**config.mk**
```make
export PLATFORM = sky130hd
export DESIGN_NAME = head_sram_arb_flat
export DESIGN_NICKNAME = d
export VERILOG_FILES = /design/src/rtl/head_sram_arb_if.sv /design/src/rtl/head_sram_arb.sv /design/src/flat_wrapper.sv
export SDC_FILE = /design/constraint.sdc
export NUM_CORES = 1
export LEC_CHECK = 0
export BUFFER_PORTS_ARGS = -buffer_cell sky130_fd_sc_hd__buf_2
export CORE_AREA = 4 4 414 416
export DETAILED_ROUTE_END_ITERATION = 6
export DIE_AREA = 0 0 418 420
export PLACE_DENSITY = 0.3
export SETUP_SLACK_MARGIN = 0.02
export SLEW_MARGIN = 10
export SYNTH_ARGS = -nofsm -noshare
export SYNTH_HDL_FRONTEND = slang
export SYNTH_SLANG_ARGS = --single-unit
```
**constraint.sdc**
```tcl
create_clock -name clk -period 7 [get_ports clk]
set_clock_uncertainty 0.2 [all_clocks]
set_input_delay 0.7 -clock clk [delete_from_list [all_inputs] [get_ports clk]]
set_output_delay 0.7 -clock clk [all_outputs]
set_load 0.05 [all_outputs]
```
**src/rtl/head_sram_arb_if.sv**
```systemverilog
// Core-side bundle between head_sram_arb, its datapath clients and head_sram.
// Latency: none (pure wiring); read data returns one cycle after sram_ren.
// Backpressure: level requests held until rd_gnt / wr_gnt; no ready on return data.
interface head_sram_arb_if #(
  parameter int REQ_NUM    = 4,
  parameter int DATA_WIDTH = 128,
  parameter int BANK_NUM   = 16,
  parameter int BANK_DEPTH = 32,
  parameter int ADDR_WIDTH = $clog2(BANK_NUM) + $clog2(BANK_DEPTH),
  parameter int LEN_WIDTH  = 3
);
  logic [REQ_NUM-1:0]            rd_req;
  logic [REQ_NUM*ADDR_WIDTH-1:0] rd_addr;
  logic [REQ_NUM*LEN_WIDTH-1:0]  rd_len;
  logic [REQ_NUM-1:0]            rd_gnt;
  logic [REQ_NUM-1:0]            rd_rvalid;
  logic                          rd_rlast;
  logic [DATA_WIDTH-1:0]         rd_rdata;
  logic [REQ_NUM-1:0]            wr_req;
  logic [REQ_NUM*ADDR_WIDTH-1:0] wr_addr;
  logic [REQ_NUM*DATA_WIDTH-1:0] wr_data;
  logic [REQ_NUM*2-1:0]          wr_byte_flag;
  logic [REQ_NUM-1:0]            wr_gnt;
  logic                          host_ren;
  logic                          host_wen;
  logic [ADDR_WIDTH-1:0]         sram_raddr;
  logic                          sram_ren;
  logic [ADDR_WIDTH-1:0]         sram_waddr;
  logic                          sram_wen;
  logic [DATA_WIDTH-1:0]         sram_wdata;
  logic [1:0]                    sram_byte_flag;
  logic [DATA_WIDTH-1:0]         sram_rdata;
  logic [15:0]                   perf_rd_stall;
  logic [15:0]                   perf_wr_stall;

  modport slave (
    input  rd_req, rd_addr, rd_len, wr_req, wr_addr, wr_data, wr_byte_flag,
           host_ren, host_wen, sram_rdata,
    output rd_gnt, rd_rvalid, rd_rlast, rd_rdata, wr_gnt,
           sram_raddr, sram_ren, sram_waddr, sram_wen, sram_wdata, sram_byte_flag,
           perf_rd_stall, perf_wr_stall
  );

  modport master (
    output rd_req, rd_addr, rd_len, wr_req, wr_addr, wr_data, wr_byte_flag,
           host_ren, host_wen, sram_rdata,
    input  rd_gnt, rd_rvalid, rd_rlast, rd_rdata, wr_gnt,
           sram_raddr, sram_ren, sram_waddr, sram_wen, sram_wdata, sram_byte_flag,
           perf_rd_stall, perf_wr_stall
  );
endinterface

```
**src/rtl/head_sram_arb.sv**
```systemverilog
// Round-robin arbiter + read-burst sequencer sharing head_sram core ports among REQ_NUM clients.
// Latency: write/read issue same cycle as grant; read data tag returns 1 cycle after sram_ren.
// Backpressure: core issue stalls a cycle after host_ren/host_wen; optional stall counters under HEAD_SRAM_ARB_PERF_EN.
module head_sram_arb #(
  parameter int REQ_NUM    = 4,
  parameter int DATA_WIDTH = 128,
  parameter int BANK_NUM   = 16,
  parameter int BANK_DEPTH = 32,
  parameter int ADDR_WIDTH = $clog2(BANK_NUM) + $clog2(BANK_DEPTH),
  parameter int LEN_WIDTH  = 3
) (
  input logic            clk,
  input logic            rst,
  head_sram_arb_if.slave bus
);
  localparam int SEL_BITS   = $clog2(BANK_NUM);
  localparam int DEPTH_BITS = $clog2(BANK_DEPTH);
  localparam int PTR_W      = (REQ_NUM > 1) ? $clog2(REQ_NUM) : 1;

  typedef enum logic {ST_IDLE, ST_BURST} rd_state_t;

  // First requester at or after ptr, wrapping; MSB of the result flags a hit.
  function automatic logic [PTR_W:0] rr_pick(input logic [REQ_NUM-1:0] req,
                                             input logic [PTR_W-1:0]   ptr);
    logic             found;
    logic [PTR_W-1:0] win;
    int               idx;
    found = 1'b0;
    win   = ptr;
    for (int i = 0; i < REQ_NUM; i++) begin
      idx = (int'(ptr) + i) % REQ_NUM;
      if (!found && req[idx]) begin
        found = 1'b1;
        win   = PTR_W'(idx);
      end
    end
    return {found, win};
  endfunction

  function automatic logic [PTR_W-1:0] next_ptr(input logic [PTR_W-1:0] id);
    if (int'(id) == REQ_NUM - 1) return '0;
    return id + PTR_W'(1);
  endfunction

  // Bank bits stay put; only the in-bank offset advances and wraps.
  function automatic logic [ADDR_WIDTH-1:0] addr_inc(input logic [ADDR_WIDTH-1:0] a);
    return {a[DEPTH_BITS +: SEL_BITS], a[DEPTH_BITS-1:0] + DEPTH_BITS'(1)};
  endfunction

  logic                  r_host_ren_q, r_host_wen_q;
  logic [PTR_W-1:0]      r_wr_ptr, r_rd_ptr, r_rd_id;
  rd_state_t             r_state, w_state_nxt;
  logic [ADDR_WIDTH-1:0] r_rd_addr;
  logic [LEN_WIDTH-1:0]  r_rd_cnt;
  logic                  r_rd_gap;
  logic                  r_tag_vld, r_tag_last;
  logic [PTR_W-1:0]      r_tag_id;

  logic                  w_wr_any, w_wr_issue, w_rd_any, w_rd_pend;
  logic [PTR_W-1:0]      w_wr_win, w_rd_win, w_beat_id;
  logic [REQ_NUM-1:0]    w_wr_gnt, w_rd_gnt, w_rvalid;
  logic                  w_ren, w_beat_last;
  logic [ADDR_WIDTH-1:0] w_raddr, w_win_addr;
  logic [LEN_WIDTH-1:0]  w_win_len;

  assign {w_wr_any, w_wr_win} = rr_pick(bus.wr_req, r_wr_ptr);
  assign {w_rd_any, w_rd_win} = rr_pick(bus.rd_req, r_rd_ptr);
  assign w_wr_issue = w_wr_any & ~r_host_wen_q & ~rst;
  assign w_win_addr = bus.rd_addr[w_rd_win*ADDR_WIDTH +: ADDR_WIDTH];
  assign w_win_len  = bus.rd_len[w_rd_win*LEN_WIDTH +: LEN_WIDTH];

  // Host access lands in head_sram one cycle late, so stall on the delayed strobes.
  always_ff @(posedge clk or posedge rst) begin
    if (rst) begin
      r_host_ren_q <= 1'b0;
      r_host_wen_q <= 1'b0;
    end else begin
      r_host_ren_q <= bus.host_ren;
      r_host_wen_q <= bus.host_wen;
    end
  end

  // Write port: winner's slot drives the SRAM write port directly.
  always_comb begin
    w_wr_gnt           = '0;
    bus.sram_wen       = 1'b0;
    bus.sram_waddr     = '0;
    bus.sram_wdata     = '0;
    bus.sram_byte_flag = '0;
    if (w_wr_issue) begin
      w_wr_gnt[w_wr_win] = 1'b1;
      bus.sram_wen       = 1'b1;
      bus.sram_waddr     = bus.wr_addr[w_wr_win*ADDR_WIDTH +: ADDR_WIDTH];
      bus.sram_wdata     = bus.wr_data[w_wr_win*DATA_WIDTH +: DATA_WIDTH];
      bus.sram_byte_flag = bus.wr_byte_flag[w_wr_win*2 +: 2];
    end
  end

  // Write pointer moves past the winner only when a grant actually happens.
  always_ff @(posedge clk or posedge rst) begin
    if (rst)             r_wr_ptr <= '0;
    else if (w_wr_issue) r_wr_ptr <= next_ptr(w_wr_win);
  end

  // Read FSM next-state and beat issue; IDLE waits out one gap cycle after a multi-beat burst.
  always_comb begin
    w_state_nxt = r_state;
    w_ren       = 1'b0;
    w_raddr     = '0;
    w_rd_gnt    = '0;
    w_beat_id   = r_rd_id;
    w_beat_last = 1'b0;
    w_rd_pend   = 1'b0;
    case (r_state)
      ST_IDLE: begin
        w_rd_pend = w_rd_any & ~r_rd_gap;
        if (w_rd_pend && !r_host_ren_q && !rst) begin
          w_ren              = 1'b1;
          w_raddr            = w_win_addr;
          w_rd_gnt[w_rd_win] = 1'b1;
          w_beat_id          = w_rd_win;
          w_beat_last        = (w_win_len == '0);
          if (w_win_len != '0) w_state_nxt = ST_BURST;
        end
      end
      ST_BURST: begin
        w_rd_pend = 1'b1;
        if (!r_host_ren_q && !rst) begin
          w_ren       = 1'b1;
          w_raddr     = r_rd_addr;
          w_beat_last = (r_rd_cnt == LEN_WIDTH'(1));
          if (w_beat_last) w_state_nxt = ST_IDLE;
        end
      end
      default: w_state_nxt = ST_IDLE;
    endcase
  end

  // Read FSM state register.
  always_ff @(posedge clk or posedge rst) begin
    if (rst) r_state <= ST_IDLE;
    else     r_state <= w_state_nxt;
  end

  // Burst context: owner, next address, beats still to issue, rotation pointer.
  always_ff @(posedge clk or posedge rst) begin
    if (rst) begin
      r_rd_ptr  <= '0;
      r_rd_id   <= '0;
      r_rd_addr <= '0;
      r_rd_cnt  <= '0;
      r_rd_gap  <= 1'b0;
    end else begin
      r_rd_gap <= w_ren & w_beat_last & (r_state == ST_BURST);
      if (w_ren) begin
        r_rd_addr <= addr_inc(w_raddr);
        if (r_state == ST_IDLE) begin
          r_rd_id  <= w_rd_win;
          r_rd_cnt <= w_win_len;
        end else begin
          r_rd_cnt <= r_rd_cnt - LEN_WIDTH'(1);
        end
        if (w_beat_last) r_rd_ptr <= next_ptr(w_beat_id);
      end
    end
  end

  // Return tag lines up with the registered SRAM read.
  always_ff @(posedge clk or posedge rst) begin
    if (rst) begin
      r_tag_vld  <= 1'b0;
      r_tag_id   <= '0;
      r_tag_last <= 1'b0;
    end else begin
      r_tag_vld  <= w_ren;
      r_tag_id   <= w_beat_id;
      r_tag_last <= w_ren & w_beat_last;
    end
  end

  // Decode the returning tag into the per-client valid.
  always_comb begin
    w_rvalid = '0;
    if (r_tag_vld) w_rvalid[r_tag_id] = 1'b1;
  end

  assign bus.sram_ren   = w_ren;
  assign bus.sram_raddr = w_raddr;
  assign bus.rd_gnt     = w_rd_gnt;
  assign bus.wr_gnt     = w_wr_gnt;
  assign bus.rd_rvalid  = w_rvalid;
  assign bus.rd_rlast   = r_tag_last;
  assign bus.rd_rdata   = bus.sram_rdata;

`ifdef HEAD_SRAM_ARB_PERF_EN
  logic [15:0] r_perf_rd, r_perf_wr;

  // Saturating counts of cycles where pending core work lost to the host.
  always_ff @(posedge clk or posedge rst) begin
    if (rst) begin
      r_perf_rd <= '0;
      r_perf_wr <= '0;
    end else begin
      if (r_host_ren_q && w_rd_pend && r_perf_rd != 16'hFFFF) r_perf_rd <= r_perf_rd + 16'd1;
      if (r_host_wen_q && w_wr_any  && r_perf_wr != 16'hFFFF) r_perf_wr <= r_perf_wr + 16'd1;
    end
  end

  assign bus.perf_rd_stall = r_perf_rd;
  assign bus.perf_wr_stall = r_perf_wr;
`else
  assign bus.perf_rd_stall = 16'h0000;
  assign bus.perf_wr_stall = 16'h0000;
`endif
endmodule
```
**src/flat_wrapper.sv**
```systemverilog
// flat-port wrapper written by rule: the top's interface ports become plain ports
module head_sram_arb_flat 
#(
  parameter int REQ_NUM    = 4,
  parameter int DATA_WIDTH = 128,
  parameter int BANK_NUM   = 16,
  parameter int BANK_DEPTH = 32,
  parameter int ADDR_WIDTH = $clog2(BANK_NUM) + $clog2(BANK_DEPTH),
  parameter int LEN_WIDTH  = 3
)
  (clk, rst, bus_rd_req, bus_rd_addr, bus_rd_len, bus_wr_req, bus_wr_addr, bus_wr_data, bus_wr_byte_flag, bus_host_ren, bus_host_wen, bus_sram_rdata, bus_rd_gnt, bus_rd_rvalid, bus_rd_rlast, bus_rd_rdata, bus_wr_gnt, bus_sram_raddr, bus_sram_ren, bus_sram_waddr, bus_sram_wen, bus_sram_wdata, bus_sram_byte_flag, bus_perf_rd_stall, bus_perf_wr_stall);
  head_sram_arb_if #(.REQ_NUM(REQ_NUM), .DATA_WIDTH(DATA_WIDTH), .BANK_NUM(BANK_NUM), .BANK_DEPTH(BANK_DEPTH), .ADDR_WIDTH(ADDR_WIDTH), .LEN_WIDTH(LEN_WIDTH)) bus_i ();
  input logic clk;
  input logic rst;
  input wire logic [$bits(bus_i.rd_req)-1:0] bus_rd_req;
  input wire logic [$bits(bus_i.rd_addr)-1:0] bus_rd_addr;
  input wire logic [$bits(bus_i.rd_len)-1:0] bus_rd_len;
  input wire logic [$bits(bus_i.wr_req)-1:0] bus_wr_req;
  input wire logic [$bits(bus_i.wr_addr)-1:0] bus_wr_addr;
  input wire logic [$bits(bus_i.wr_data)-1:0] bus_wr_data;
  input wire logic [$bits(bus_i.wr_byte_flag)-1:0] bus_wr_byte_flag;
  input wire logic [$bits(bus_i.host_ren)-1:0] bus_host_ren;
  input wire logic [$bits(bus_i.host_wen)-1:0] bus_host_wen;
  input wire logic [$bits(bus_i.sram_rdata)-1:0] bus_sram_rdata;
  output wire logic [$bits(bus_i.rd_gnt)-1:0] bus_rd_gnt;
  output wire logic [$bits(bus_i.rd_rvalid)-1:0] bus_rd_rvalid;
  output wire logic [$bits(bus_i.rd_rlast)-1:0] bus_rd_rlast;
  output wire logic [$bits(bus_i.rd_rdata)-1:0] bus_rd_rdata;
  output wire logic [$bits(bus_i.wr_gnt)-1:0] bus_wr_gnt;
  output wire logic [$bits(bus_i.sram_raddr)-1:0] bus_sram_raddr;
  output wire logic [$bits(bus_i.sram_ren)-1:0] bus_sram_ren;
  output wire logic [$bits(bus_i.sram_waddr)-1:0] bus_sram_waddr;
  output wire logic [$bits(bus_i.sram_wen)-1:0] bus_sram_wen;
  output wire logic [$bits(bus_i.sram_wdata)-1:0] bus_sram_wdata;
  output wire logic [$bits(bus_i.sram_byte_flag)-1:0] bus_sram_byte_flag;
  output wire logic [$bits(bus_i.perf_rd_stall)-1:0] bus_perf_rd_stall;
  output wire logic [$bits(bus_i.perf_wr_stall)-1:0] bus_perf_wr_stall;
  assign bus_i.rd_req = bus_rd_req;
  assign bus_i.rd_addr = bus_rd_addr;
  assign bus_i.rd_len = bus_rd_len;
  assign bus_i.wr_req = bus_wr_req;
  assign bus_i.wr_addr = bus_wr_addr;
  assign bus_i.wr_data = bus_wr_data;
  assign bus_i.wr_byte_flag = bus_wr_byte_flag;
  assign bus_i.host_ren = bus_host_ren;
  assign bus_i.host_wen = bus_host_wen;
  assign bus_i.sram_rdata = bus_sram_rdata;
  assign bus_rd_gnt = bus_i.rd_gnt;
  assign bus_rd_rvalid = bus_i.rd_rvalid;
  assign bus_rd_rlast = bus_i.rd_rlast;
  assign bus_rd_rdata = bus_i.rd_rdata;
  assign bus_wr_gnt = bus_i.wr_gnt;
  assign bus_sram_raddr = bus_i.sram_raddr;
  assign bus_sram_ren = bus_i.sram_ren;
  assign bus_sram_waddr = bus_i.sram_waddr;
  assign bus_sram_wen = bus_i.sram_wen;
  assign bus_sram_wdata = bus_i.sram_wdata;
  assign bus_sram_byte_flag = bus_i.sram_byte_flag;
  assign bus_perf_rd_stall = bus_i.perf_rd_stall;
  assign bus_perf_wr_stall = bus_i.perf_wr_stall;
  head_sram_arb #(.REQ_NUM(REQ_NUM), .DATA_WIDTH(DATA_WIDTH), .BANK_NUM(BANK_NUM), .BANK_DEPTH(BANK_DEPTH), .ADDR_WIDTH(ADDR_WIDTH), .LEN_WIDTH(LEN_WIDTH)) u_core (.clk(clk), .rst(rst), .bus(bus_i));
endmodule
```
==> results.sh <==
export IMPL_status="finished, final reports clean"
export IMPL_dp_hpwl_mm=87.6
export IMPL_p_sw_share_pct=64.9
export IMPL_powerDensity_nw_per_um2=253
export IMPL_viasPerCell=2.86
export IMPL_routed_wl_mm=96.6
export IMPL_leakage_nw=5.93
export IMPL_critPathKind="input port to primary output"
export IMPL_synth_compound_area_share_pct=32.1
export IMPL_drtAntennaViolNets=0
export IMPL_synth_top_cells_by_area="a211oi_1 (26%), mux2i_1 (18%), buf_4 (16%)"
export IMPL_yosys_area_share_adder_pct=1.25
export IMPL_rsz0062_at_grt="false"
export IMPL_period_minus_slack_ns=4.57
export IMPL_wl_met3_mm=12.3
export IMPL_final_cells=3834
export IMPL_cts_hold_buf=0
export IMPL_maxSlewViolCount=0
export IMPL_grt_pass1_vias=10800
export IMPL_max_slew_worst_pin_slew_ns=0.992
export IMPL_synth_edff_count=0
export IMPL_drive_gt1_share_pct=51.3
export IMPL_avgSynthCellArea_um2=7.70
export IMPL_synthFlopType="dfrtp_1"
export IMPL_rows=150
export IMPL_drt_iter0_markers=691
export IMPL_start_util_pct=4.80
export IMPL_htree_levels=1
export IMPL_cp_max_fo=147
export IMPL_dr_pass1_iters=5
export IMPL_arrival_ns=3.67
export IMPL_met2_length_mm=47.5
export IMPL_syn2layout_area_growth_pct=69.0
export IMPL_syn_inst=1042
export IMPL_cap_viol_max_count=0
export IMPL_p_switching_mw=2.23
export IMPL_power_frac_comb_pct=86.9
export IMPL_grt_pass1_wl_mm=118
export IMPL_final_hold_viol_count=0
export IMPL_grt_usage_pct=10.3
export IMPL_die_area_um2=176000
export IMPL_synth_top_family_by_area="compound AO/OA/AOI/OAI gates"
export IMPL_grt_antenna_before_repair=167
export IMPL_vias=11000
export IMPL_yosysWarnings=0
export IMPL_slew_headroom_pct=33.5
export IMPL_drc=0
export IMPL_hp_class="input port to asynchronous set/reset pin"
export IMPL_die_w_um=418
export IMPL_synthArstFlopShare_pct=100
export IMPL_wl_per_cell_um=25.2
export IMPL_die_h_um=420
export IMPL_synth_area_leader_cell="a211oi_1"
export IMPL_grt_max_degree=148
export IMPL_cts_tree="yes"
export IMPL_synth_top_cell_area_share_pct=26.2
export IMPL_postCtsSetupRepairBufs=0
export IMPL_cts_sinks=26
export IMPL_core_area_um2=167000
export IMPL_cts_root_buf="clkbuf_16"
export IMPL_seqPwrFrac_pct=7.9
export IMPL_cts_resized=0
export IMPL_synth_common_cells="a211oi_1 (280), buf_4 (176), mux2i_1 (148)"
export IMPL_synth_xor_area_share_pct=0
export IMPL_synth_simple_area_share_pct=17.5
export IMPL_intPower_mw=1.21
export IMPL_tns_ns=0
export IMPL_setup_violations=0
export IMPL_cp_required_ns=6.10
export IMPL_max_vdd_ir_drop_uv=167
export IMPL_cts_max_path_buffers=2
export IMPL_wl_met1_mm=34.1
export IMPL_end_kind="primary output"
export IMPL_grt_overflow_total=0
export IMPL_io_pins=1067
export IMPL_cts_made_buffers=3
export IMPL_yosysMostFrequentCell="a211oi_1"
export IMPL_fin_crit_sh_pct=65.3
export IMPL_fmax_mhz=219
export IMPL_synthMuxAreaShare_pct=19.6
export IMPL_routed_top_layer="met5"
export IMPL_numPortBuffers=778
export IMPL_clkPwrFrac_pct=5.2
export IMPL_path_clk_slew_ns=0.07
export IMPL_ys_ff_latch=26
export IMPL_nNetsFinal=2365
export IMPL_setup_worst_path_start_class="input port"
export IMPL_ys_types=58
export IMPL_gp_congestion=0.842
export IMPL_dp_cells=3812
export IMPL_fill_cells=19800
export IMPL_clk_latency_ns=0.27
export IMPL_syn_area_um2=8020
export IMPL_ys_seq_area_share_pct=8.11
registers in the layout, indices dropped and copies added (netlist names):
register,flops
u_core.r_rd_cnt,3
u_core.r_rd_addr,9
u_core.r_tag_vld,1
u_core.r_rd_ptr,2
u_core.bus.rd_rlast,1
u_core.r_rd_id,2
u_core.r_host_wen_q,1
u_core.r_state,1
u_core.r_tag_id,2
u_core.r_host_ren_q,1
u_core.r_rd_gap,1
u_core.r_wr_ptr,2
metrics by stage:
stage	utilization (%)	power (mW)	cell area [um^2]	worst slack, ns	hold WS [ns]
floorplan	-	2.45	8140	2.95	0.241
detailed placement	8.01	3.33	13400	2.23	0.257
global placement	8.00	3.34	13400	2.02	0.254
global route	8.08	3.68	13500	2.14	0.301
CTS	8.08	3.53	13500	2.22	0.278
finish	8.10	3.43	13600	2.43	0.270
power by group through the flow:
stage               Clock [mW]  Sequential, mW  Combinational (mW)
floorplan                    0           0.256                2.20
global placement             0           0.274                3.06
detailed placement           0           0.274                3.06
CTS                      0.188           0.271                3.07
global route             0.194           0.280                3.21
finish                   0.179           0.270                2.99
layout make-up:
class | instances | area, um^2 | area share, %
clock buffer | 3 | 75.1 | 0.554
inverter | 18 | 67.6 | 0.499
tap | 2204 | 2760 | 20.3
multi-input combinational | 770 | 5810 | 42.9
clock inverter | 1 | 30.0 | 0.222
antenna | 18 | 45.0 | 0.332
sequential | 26 | 651 | 4.80
timing repair buffer | 794 | 4110 | 30.4
per-layer routing:
metal | vias to the layer above | track usage (%)
met5 | - | 0.583
li1 | 4873 | -
met4 | 92 | 0.730
met2 | 715 | 18.1
met1 | 5004 | 11.0
met3 | 298 | 5.95
cell families (layout without fill, tap and decap cells):
family                   after synthesis  count (layout)
adder cells (fa/ha/maj)                8               8
flip-flops                            26              26
other                                  1              50
multiplexers                         155             155
buffers and inverters                277             816
AO/OA/AOI/OAI                        337             337
AND/OR/NAND/NOR                      238             238
critical path, stage by stage:
cell	delay [ns]
buf_2	0.13
nor2b_1	0.17
o31ai_4	0.45
buf_12	0.21
buf_12	0.47
a211oi_1	0.25
a211oi_1	0.61
buf_2	0.43
cells in the final DEF (no fill, tap or decap), types with 3 or more instances in the layout:
cell type	instances
nand4_1	4
a32o_1	6
nor2b_1	143
dfrtp_1	26
conb_1	32
nand2_1	36
mux2_2	3
o211ai_1	4
mux2i_1	148
nor4_1	3
a21o_1	5
nor2_1	14
o31ai_1	3
diode_2	18
clkbuf_16	3
buf_12	8
a211oi_1	276
a21oi_1	7
a211oi_2	5
buf_4	8
inv_1	18
mux2_4	3
nand3_1	15
and2_1	5
ha_1	8
buf_2	778
o21ai_0	11
final timing paths:
kind,start,endpoint,slack [ns],cells past startpoint
max,bus_wr_req[0],bus_sram_wdata[33],2.43,8
min,rst,u_core.r_wr_ptr[1],0.27,2
max reg2reg,u_core.r_rd_ptr[1],u_core.r_rd_addr[4],3.65,9
min reg2reg,u_core.r_rd_id[0],u_core.r_rd_id[0],0.27,2
max in group asynchronous,rst,u_core.r_rd_gap,5.72,3
min in group clk,u_core.r_rd_id[0],u_core.r_rd_id[0],0.27,2
No activity file was read; power rests on OpenSTA's default activity.
